`src/rtl/muldiv_scheduler.sv`:
```
// muldiv_scheduler: issues mul/div to external units and commits HI/LO; optional MULDIV_DIV0_BYPASS_EN
// answers divide-by-zero directly (hi=op_a, lo=all ones) without using the divider.
module muldiv_scheduler (
    input  logic        clk,
    input  logic        rst_n,
    input  logic        issue_mul,
    input  logic        issue_div,
    input  logic        op_sign,
    input  logic [31:0] op_a,
    input  logic [31:0] op_b,
    input  logic        mthi,
    input  logic        mtlo,
    input  logic [31:0] mt_data,
    input  logic        rd_hilo,
    output logic [31:0] unit_a,
    output logic [31:0] unit_b,
    output logic        unit_sign,
    output logic        mul_start,
    output logic        div_start,
    input  logic        mul_done,
    input  logic [63:0] mul_prod,
    input  logic        div_done,
    input  logic [31:0] div_q,
    input  logic [31:0] div_r,
    output logic        stall,
    output logic        busy,
    output logic [31:0] hi,
    output logic [31:0] lo
);
    typedef enum logic [1:0] {IDLE, MUL_WAIT, DIV_WAIT, COMMIT} state_t;
    state_t      state;
    logic [31:0] hi_n, lo_n;

    assign busy  = state != IDLE;
    assign stall = busy & (issue_mul | issue_div | mthi | mtlo | rd_hilo);

    always_ff @(posedge clk or negedge rst_n) begin
        if (!rst_n) begin
            state     <= IDLE;
            unit_a    <= '0;
            unit_b    <= '0;
            unit_sign <= 1'b0;
            mul_start <= 1'b0;
            div_start <= 1'b0;
            hi        <= '0;
            lo        <= '0;
            hi_n      <= '0;
            lo_n      <= '0;
        end else begin
            mul_start <= 1'b0;
            div_start <= 1'b0;
            case (state)
                IDLE:
                    if (issue_mul || issue_div) begin
                        unit_a    <= op_a;
                        unit_b    <= op_b;
                        unit_sign <= op_sign;
                        if (issue_mul) begin
                            mul_start <= 1'b1;
                            state     <= MUL_WAIT;
                        end
`ifdef MULDIV_DIV0_BYPASS_EN
                        else if (op_b == '0) begin
                            hi_n  <= op_a;
                            lo_n  <= '1;
                            state <= COMMIT;
                        end
`endif
                        else begin
                            div_start <= 1'b1;
                            state     <= DIV_WAIT;
                        end
                    end else begin
                        if (mthi) hi <= mt_data;
                        if (mtlo) lo <= mt_data;
                    end
                MUL_WAIT:
                    if (mul_done) begin
                        {hi_n, lo_n} <= mul_prod;
                        state        <= COMMIT;
                    end
                DIV_WAIT:
                    if (div_done) begin
                        hi_n  <= div_r;
                        lo_n  <= div_q;
                        state <= COMMIT;
                    end
                default: begin
                    hi    <= hi_n;
                    lo    <= lo_n;
                    state <= IDLE;
                end
            endcase
        end
    end
endmodule
```
`config.mk`:
```
export PLATFORM = sky130hd
export DESIGN_NAME = muldiv_scheduler
export DESIGN_NICKNAME = d
export VERILOG_FILES = /design/src/rtl/muldiv_scheduler.sv
export SDC_FILE = /design/constraint.sdc
export NUM_CORES = 1
export LEC_CHECK = 0
export ABC_AREA = 0
export BUFFER_PORTS_ARGS = -buffer_cell sky130_fd_sc_hd__clkbuf_2
export CAP_MARGIN = 10
export CORE_AREA = 2 2 144 146
export DETAILED_ROUTE_END_ITERATION = 8
export DIE_AREA = 0 0 146 148
export PLACE_DENSITY = 0.74
export SLEW_MARGIN = 20
export SYNTH_ARGS = -nofsm -noshare
export SYNTH_HDL_FRONTEND = slang
export SYNTH_SLANG_ARGS = --single-unit
```
`constraint.sdc`:
```
create_clock -name clk -period 3.05 [get_ports clk]
set_clock_uncertainty 0.1 [all_clocks]
set_input_delay 0.61 -clock clk [delete_from_list [all_inputs] [get_ports clk]]
set_output_delay 0.61 -clock clk [all_outputs]
set_load 0.01 [all_outputs]
```
; ---- After elaboration in Yosys (flattened, before gate mapping)
; Cells that the tools add are included.
[op_classes]
addsub = 0
multipliers = 0
div = 0
order_cmp = 0
n_eq_ne = 8
shifts = 0
mux = 23
bitwise = 6
n_reduce_logical = 10
[op_table]
columns = op, count
row1 = $mux W32, 8
row2 = $pmux W32 S2, 4
row3 = $ne A2 B2 Y1 const B, 6
row4 = $reduce_and A3 Y1, 4
row5 = $mux W2, 4
row6 = $mux W1, 6
row7 = $pmux W2 S3, 1
row8 = $or A1 B1 Y1, 4
row9 = $reduce_bool A2 Y1, 2
row10 = $eq A2 B1 Y1 const B, 1
row11 = $eq A2 B2 Y1 const B, 1
row12 = $logic_not A2 Y1, 1
row13 = $reduce_and A2 Y1, 1
row14 = $reduce_or A2 Y1, 1
row15 = $and A1 B1 Y1, 1
row16 = $logic_or A1 B1 Y1, 1
row17 = $not A1 Y1, 1
[totals]
register_bits = 197
latch_bits = 0
ram_bits = 0
rom_bits = 0
input_bits = 234
output_inout_bits = 133
wordCells = 57
mem_count = 0

; ---- Longest topological paths before layout
; Gate-level depths: netlist of run 1.
[logic_depth]
depth_word = 5
mapped_depth = 8
ltp_nobuf = 5

; ---- Worst setup path before layout of run 1
; Ideal clock, no wire load.
[synth_timing]
kind = register to register
start = register state[0]
end = register unit_a[0]
setup_time_ns = 0.125
arrival_ns = 1.665
required_time_ns = 2.825
setup_slack_ns = 1.160
path_stages_with_launch = 7
path_buffers = 2
period_less_slack_ns = 1.890
cell_sequence = dfrtp_1 > inv_1 > ha_1 > o21a_2 > buf_2 > buf_4 > mux2_2
[synth_via]
elab_chain_cells = 2
[synth_rtl]
columns = item, line
row1 = start: declaration, 31  ; state_t state;
row2 = start signal: assignment, 39  ; state <= IDLE;
row3 = start signal: assignment, 60  ; state <= MUL_WAIT;
row4 = start signal: assignment, 71  ; state <= DIV_WAIT;
row5 = $logic_not A2 Y1, 52  ; case (state)
row6 = $reduce_and A2 Y1 (no line), --
row7 = end signal: assignment, 55  ; unit_a <= op_a;
row8 = end: declaration, 15  ; output logic [31:0] unit_a,
; No other way between the ends.
; A chain may end at the register's enable or synchronous reset.

; ---- Worst setup path after layout of run 1
[layout_timing]
start = register state[0]
end = output stall
[layout_via]
elab_chain_cells = 2
[layout_rtl]
columns = item, line
row1 = $reduce_bool A2 Y1, 34  ; assign busy = state != IDLE;
row2 = $and A1 B1 Y1, 35  ; assign stall = busy & (issue_mul | issue_div | mthi | mtlo | rd_hilo);
row3 = end: declaration, 25  ; output logic stall,
; No other way between the ends.

==> impl_metrics.env, run 1 <==
export IMPL_holdBufCountCts=0
export IMPL_hold_class="in -> async"
export IMPL_portBuffers=366
export IMPL_post_route_drc_count=0
export IMPL_r2r_start="state[0]"
export IMPL_arrival_ns=1.57
export IMPL_overflow=0
export IMPL_die_y_um=148
export IMPL_cp_required_ns=2.34
export IMPL_finalHoldViolations=0
export IMPL_cts_resized=0
export IMPL_die_area_um2=21610
export IMPL_rsz0062_at_grt="false"
export IMPL_syn_area_um2=8823
export IMPL_setup_ws_ns=0.7744
export IMPL_status="finished, final reports clean"
export IMPL_startpoint_type="flop"
export IMPL_seq_area_frac_synth_pct=55.87
export IMPL_final_layout_size_suffix_gt1_share_pct=50.29
export IMPL_ys_warn_count=0
export IMPL_clock_path_buffers=2
export IMPL_synthDistinctLibCells=25
export IMPL_via_per_inst=4.841
export IMPL_slew_violations=0
export IMPL_setup_tns_ns=0
export IMPL_startpoint="state[0]"
export IMPL_layout_commonest_cell="clkbuf_2"
export IMPL_p_leak_uw=0.006003
export IMPL_grt_max_degree=99
export IMPL_rows=52
export IMPL_dr_first_iter_drc_count=302
export IMPL_place_ws_ns=0.7829
export IMPL_timing_hold_ws_ns=0.07813
export IMPL_cts_tree="yes"
export IMPL_dpl_cell_area_um2=10900
export IMPL_finalCriticalPeriod_ns=2.276
export IMPL_pin_count=367
export IMPL_r2r_cells=6
export IMPL_clock_fmax_mhz=439.4
export IMPL_synth_seq_cells=197
export IMPL_p_total_uw=13810
export IMPL_layout_common_cells="clkbuf_2, dfrtp_1, mux2i_1, mux2_2, inv_1"
export IMPL_drt_wl_total_mm=22.09
export IMPL_crit_chain="inv_1, ha_1, a21oi_1, clkbuf_2"
export IMPL_setup_violations=0
export IMPL_worst_pin_slew_ns=0.8693
export IMPL_num_vias=6400
export IMPL_core_um2=20040
export IMPL_clk_pin_slew_ns=0.08
export IMPL_crit_end="stall"
export IMPL_r2r_setup_slack_ns=0.81
export IMPL_syn_area_per_cell_um2=12.96
export IMPL_powerDensity_nw_per_um2=1199
export IMPL_antenna_found_initial=0
export IMPL_clk_latency_ns=0.42
export IMPL_r2r_end="hi[20]"
export IMPL_period_share_pct=74.61
export IMPL_wl_per_cell_um=16.71
export IMPL_diodes=0
export IMPL_firstDrtPassIters=4
export IMPL_clock_sinks=197
export IMPL_fin_nets=1278
export IMPL_grt_pass1_wl_mm=34.66
export IMPL_postRouteAntennaNets=0
export IMPL_criticalPathCategory="reg -> out"
export IMPL_relSlewSlack_pct=42.05
export IMPL_grt_pass1_vias=6620
export IMPL_start_util_pct=44.03
export IMPL_routabilityCongestion=0.7926
export IMPL_cp_slowest_cell="dfrtp_1"
export IMPL_cts_root_buf="clkbuf_16"
export IMPL_area_growth_pct=30.54
export IMPL_h_tree_depth=4
export IMPL_max_cap_viol_count=0
export IMPL_crit_path_max_incr_delay_ns=0.40
export IMPL_synthCells=681
export IMPL_dp_hpwl_mm=16.61
export IMPL_syn_num_nets=920
export IMPL_fillers=1723
export IMPL_fin_area_um2=11520
export IMPL_die_w_um=146
export IMPL_critPathMaxFanout=6
export IMPL_grtUsageTotal_pct=20.43
export IMPL_cts_buffers=17
export IMPL_setup_worst_path_end_class="output port"
export IMPL_post_cts_buffers=0
export IMPL_max_vdd_ir_drop_mv=0.7889
-- where the power goes --
group / internal (uW) / leakage (uW) / switching [uW]
clock network: 1210 / 0.000301 / 1080
registers: 4040 / 0.00232 / 611
logic: 3330 / 0.00338 / 3540
total: 8580 / 0.00600 / 5230
-- routing by layer --
layer | up-vias | part of all wire [%] | global-route usage (%)
met5 | - | 0 | 0
met2 | 187 | 52 | 35.31
met1 | 3142 | 41 | 26.16
met4 | 0 | 1.6 | 5.922
met3 | 25 | 5.1 | 4.228
li1 | 3046 | - | -
-- registers in the layout (all words and copies together) (netlist names) --
register   cells
unit_a        32
unit_b        32
hi_n          32
hi            32
state          2
div_start      1
lo            32
lo_n          32
mul_start      1
unit_sign      1
-- worst max-delay path, delay by kind of cell (launching register included) --
family                   cells  cell delay (ns)
buffers and inverters        2             0.28
adder cells (fa/ha/maj)      1             0.29
AO/OA/AOI/OAI                1             0.18
flip-flops                   1             0.40
-- cell usage after synthesis --
master / number / area share, %
mux2_2: 113 / 14
nor3_1: 1 / 0.057
and2_1: 1 / 0.071
nand2b_1: 1 / 0.071
a221o_1: 1 / 0.11
mux2_1: 17 / 2.2
dfrtp_1: 197 / 56
o21ai_0: 64 / 3.6
ha_1: 5 / 0.71
and3b_1: 1 / 0.099
a21o_1: 1 / 0.085
a21oi_1: 2 / 0.11
nand2_1: 32 / 1.4
buf_2: 12 / 0.68
inv_1: 69 / 2.9
buf_6: 6 / 0.77
nor2b_1: 2 / 0.14
mux2i_1: 129 / 15
clkbuf_1: 8 / 0.34
o21a_2: 1 / 0.099
a222oi_1: 1 / 0.11
inv_2: 1 / 0.043
nor3_4: 2 / 0.37
buf_4: 12 / 1.0
nor2_1: 2 / 0.085
-- per-stage QoR --
step	std cells	utilization, %
final	1322	57.48
after global routing	1322	57.48
after CTS	1322	57.48
after detailed placement	1290	54.40
after global placement	1290	54.40
after floorplan	681	-
-- layout make-up --
| type | instances | area [um^2] | area share, % |
|---|---|---|---|
| clock inverters | 14 | 178.9 | 1.553 |
| multi-input cells | 376 | 3410 | 29.60 |
| clock buffers | 18 | 439.2 | 3.813 |
| well taps | 270 | 337.8 | 2.933 |
| flip-flops and latches | 197 | 4930 | 42.80 |
| repair buffers | 377 | 1961 | 17.02 |
| inverters | 70 | 262.8 | 2.281 |
-- how the worst min path moves through the flow --
stage / cells past startpoint / to / startpoint
detailed placement: 1 / lo[3] / lo[3]
CTS: 1 / unit_b[13] / rst_n
global route: 1 / unit_a[11] / rst_n
floorplan: 0 / div_start / rst_n
global placement: 1 / hi[5] / hi[5]
finish: 1 / unit_a[13] / rst_n
-- kinds of logic after synthesis --
logic type | after synthesis | share of synthesized area [%]
AO/OA/AOI/OAI | 70 | 4.155
AND/OR/NAND/NOR | 42 | 2.255
flip-flops | 197 | 55.87
adder cells (fa/ha/maj) | 5 | 0.7090
multiplexers | 259 | 31.23
buffers and inverters | 108 | 5.786
(Power assumes the default switching activity.)
==> run 2: changes to the inputs <==
- ABC_AREA: 0 -> 1
- CORE_AREA: 2 2 144 146 -> 2 2 142 144
- DIE_AREA: 0 0 146 148 -> 0 0 144 146
- PLACE_DENSITY: 0.74 -> 0.8
- clock period: 3.05 -> 2.2 ns (I/O delays scaled with it)
==> impl_metrics.env, run 2 <==
export IMPL_status="finished, final reports clean"
export IMPL_synth_most_common_cell="nand2_1"
export IMPL_critPathMaxFanout=4
export IMPL_clock_path_buffers=2
export IMPL_p_leak_uw=0.007190
export IMPL_setup_worst_path_end_class="output port"
export IMPL_synth_edf_count=0
export IMPL_layout_common_cells="nand2_1, clkbuf_2, dfrtp_1, inv_1, nand3_1"
export IMPL_postSynth_asyncResetShare_pct=100.0
export IMPL_via_per_inst=4.921
export IMPL_finalCriticalPeriod_ns=2.098
export IMPL_area_growth_pct=28.85
export IMPL_timing_hold_ws_ns=0.1316
export IMPL_clock_fmax_mhz=476.7
export IMPL_setup_tns_ns=0
export IMPL_yosys_top_cells_area="dfrtp_1, nand2_1, nand3_1"
export IMPL_period_share_pct=95.36
export IMPL_cts_buffers=17
export IMPL_postRouteAntennaNets=0
export IMPL_routabilityCongestion=0.8893
export IMPL_place_ws_ns=0.06148
export IMPL_num_vias=9173
export IMPL_firstDrtPassIters=5
export IMPL_overflow=0
export IMPL_arrival_ns=1.56
export IMPL_die_area_um2=21020
export IMPL_synth_seq_cells=197
export IMPL_core_um2=19330
export IMPL_dpl_cell_area_um2=11500
export IMPL_cp_required_ns=1.66
export IMPL_slew_violations=0
export IMPL_rows=51
export IMPL_finalHoldViolations=0
export IMPL_fin_nets=1824
export IMPL_antenna_found_initial=1
export IMPL_die_w_um=144
export IMPL_portBuffers=366
export IMPL_relSlewSlack_pct=66.28
export IMPL_worst_pin_slew_ns=0.5057
export IMPL_start_util_pct=48.89
export IMPL_pin_count=367
export IMPL_clk_latency_ns=0.43
export IMPL_syn_area_per_cell_um2=7.532
export IMPL_grt_pass1_vias=8818
export IMPL_powerDensity_nw_per_um2=1618
export IMPL_yosys_area_top_type_share_pct=52.15
export IMPL_layout_commonest_cell="nand2_1"
export IMPL_cts_tree="yes"
export IMPL_grtUsageTotal_pct=26.26
export IMPL_drt_wl_total_mm=27.46
export IMPL_synth_ff_type="dfrtp_1"
export IMPL_setup_violations=0
export IMPL_post_cts_buffers=0
export IMPL_ys_warn_count=0
export IMPL_h_tree_depth=4
export IMPL_synthCells=1255
export IMPL_post_route_drc_count=0
export IMPL_die_y_um=146
export IMPL_max_cap_viol_count=0
export IMPL_startpoint_type="flop"
export IMPL_synthDistinctLibCells=19
export IMPL_seq_area_frac_synth_pct=52.15
export IMPL_dp_hpwl_mm=20.12
export IMPL_dr_first_iter_drc_count=572
export IMPL_grt_pass1_wl_mm=43.60
export IMPL_criticalPathCategory="reg -> out"
export IMPL_final_layout_size_suffix_gt1_share_pct=27.35
export IMPL_grt_max_degree=129
export IMPL_setup_ws_ns=0.1022
export IMPL_clock_sinks=197
export IMPL_fillers=1720
export IMPL_ys_top_cells_by_count="nand2_1, dfrtp_1, inv_1"
export IMPL_syn_area_um2=9453
export IMPL_wl_per_cell_um=14.73
export IMPL_fin_area_um2=12180
export IMPL_hold_class="in -> reg"
export IMPL_rsz0062_at_grt="false"
export IMPL_synth_top_area_cell="dfrtp_1"
export IMPL_max_vdd_ir_drop_mv=1.007
export IMPL_cts_root_buf="clkbuf_16"
export IMPL_syn_num_nets=1494
export IMPL_clk_pin_slew_ns=0.07
[run 2: layout make-up]
| cell class | count | area [um^2] | share of cell area (%) |
|---|---|---|---|
| inverters | 141 | 531.8 | 4.366 |
| clock inverters | 14 | 214.0 | 1.757 |
| multi-input cells | 838 | 3603 | 29.58 |
| clock buffers | 18 | 439.2 | 3.606 |
| diodes | 1 | 2.502 | 0.02054 |
| flip-flops and latches | 197 | 4931 | 40.48 |
| repair buffers | 390 | 2127 | 17.46 |
| well taps | 265 | 331.6 | 2.722 |
[run 2: power by group]
| group | total [uW] | internal, uW | switching (uW) |
|---|---|---|---|
| sequential | 6370 | 5420 | 943 |
| clock | 3420 | 1970 | 1450 |
| combinational | 9920 | 3360 | 6550 |
| total | 19700 | 10800 | 8950 |
[run 2: stage by stage]
step | util, % | cells | total power, uW
3_3_place_gp | 59.46 | 1830 | 15900
5_1_grt | 63.00 | 1864 | 21430
6_report | 63.00 | 1864 | 19710
2_1_floorplan | - | 1255 | 12900
4_1_cts | 62.95 | 1863 | 19840
3_5_place_dp | 59.46 | 1830 | 16310
[run 2: worst paths after layout]
check / start / to / slack, ns / cells past startpoint
max in group asynchronous: rst_n / unit_b[18] / 0.93 / 3
max: state[0] / stall / 0.10 / 6
min: op_b[30] / unit_b[30] / 0.13 / 3
min reg2reg: lo[0] / lo[0] / 0.37 / 2
max reg2reg: state[0] / lo_n[10] / 0.33 / 7
min in group asynchronous: rst_n / hi[16] / 0.42 / 2
[run 2: cells by family after synthesis]
kind of cell,share of synthesized area (%)
AND/OR/NAND/NOR,29.78
buffers and inverters,10.13
flip-flops,52.15
AO/OA/AOI/OAI,7.280
adder cells (fa/ha/maj),0.6618
[run 2: what timing repair did]
action                                 CTS  global route
endpoints found under the hold margin   43             0
hold buffers                             1             0
setup endpoints to repair                2            37
gates resized for setup                  2             5
[run 2: critical path, cell delays in order, from the launching register on]
cell      delay, ns
dfrtp_1        0.42
inv_2          0.16
ha_4           0.19
inv_1          0.08
o21ai_0        0.08
inv_1          0.07
clkbuf_2       0.13
[run 2: layer usage]
metal	part of all wire (%)	track usage, %
met1	41	33.22
met2	50	44.69
met3	6.0	4.278
met4	3.1	10.64
met5	0	0
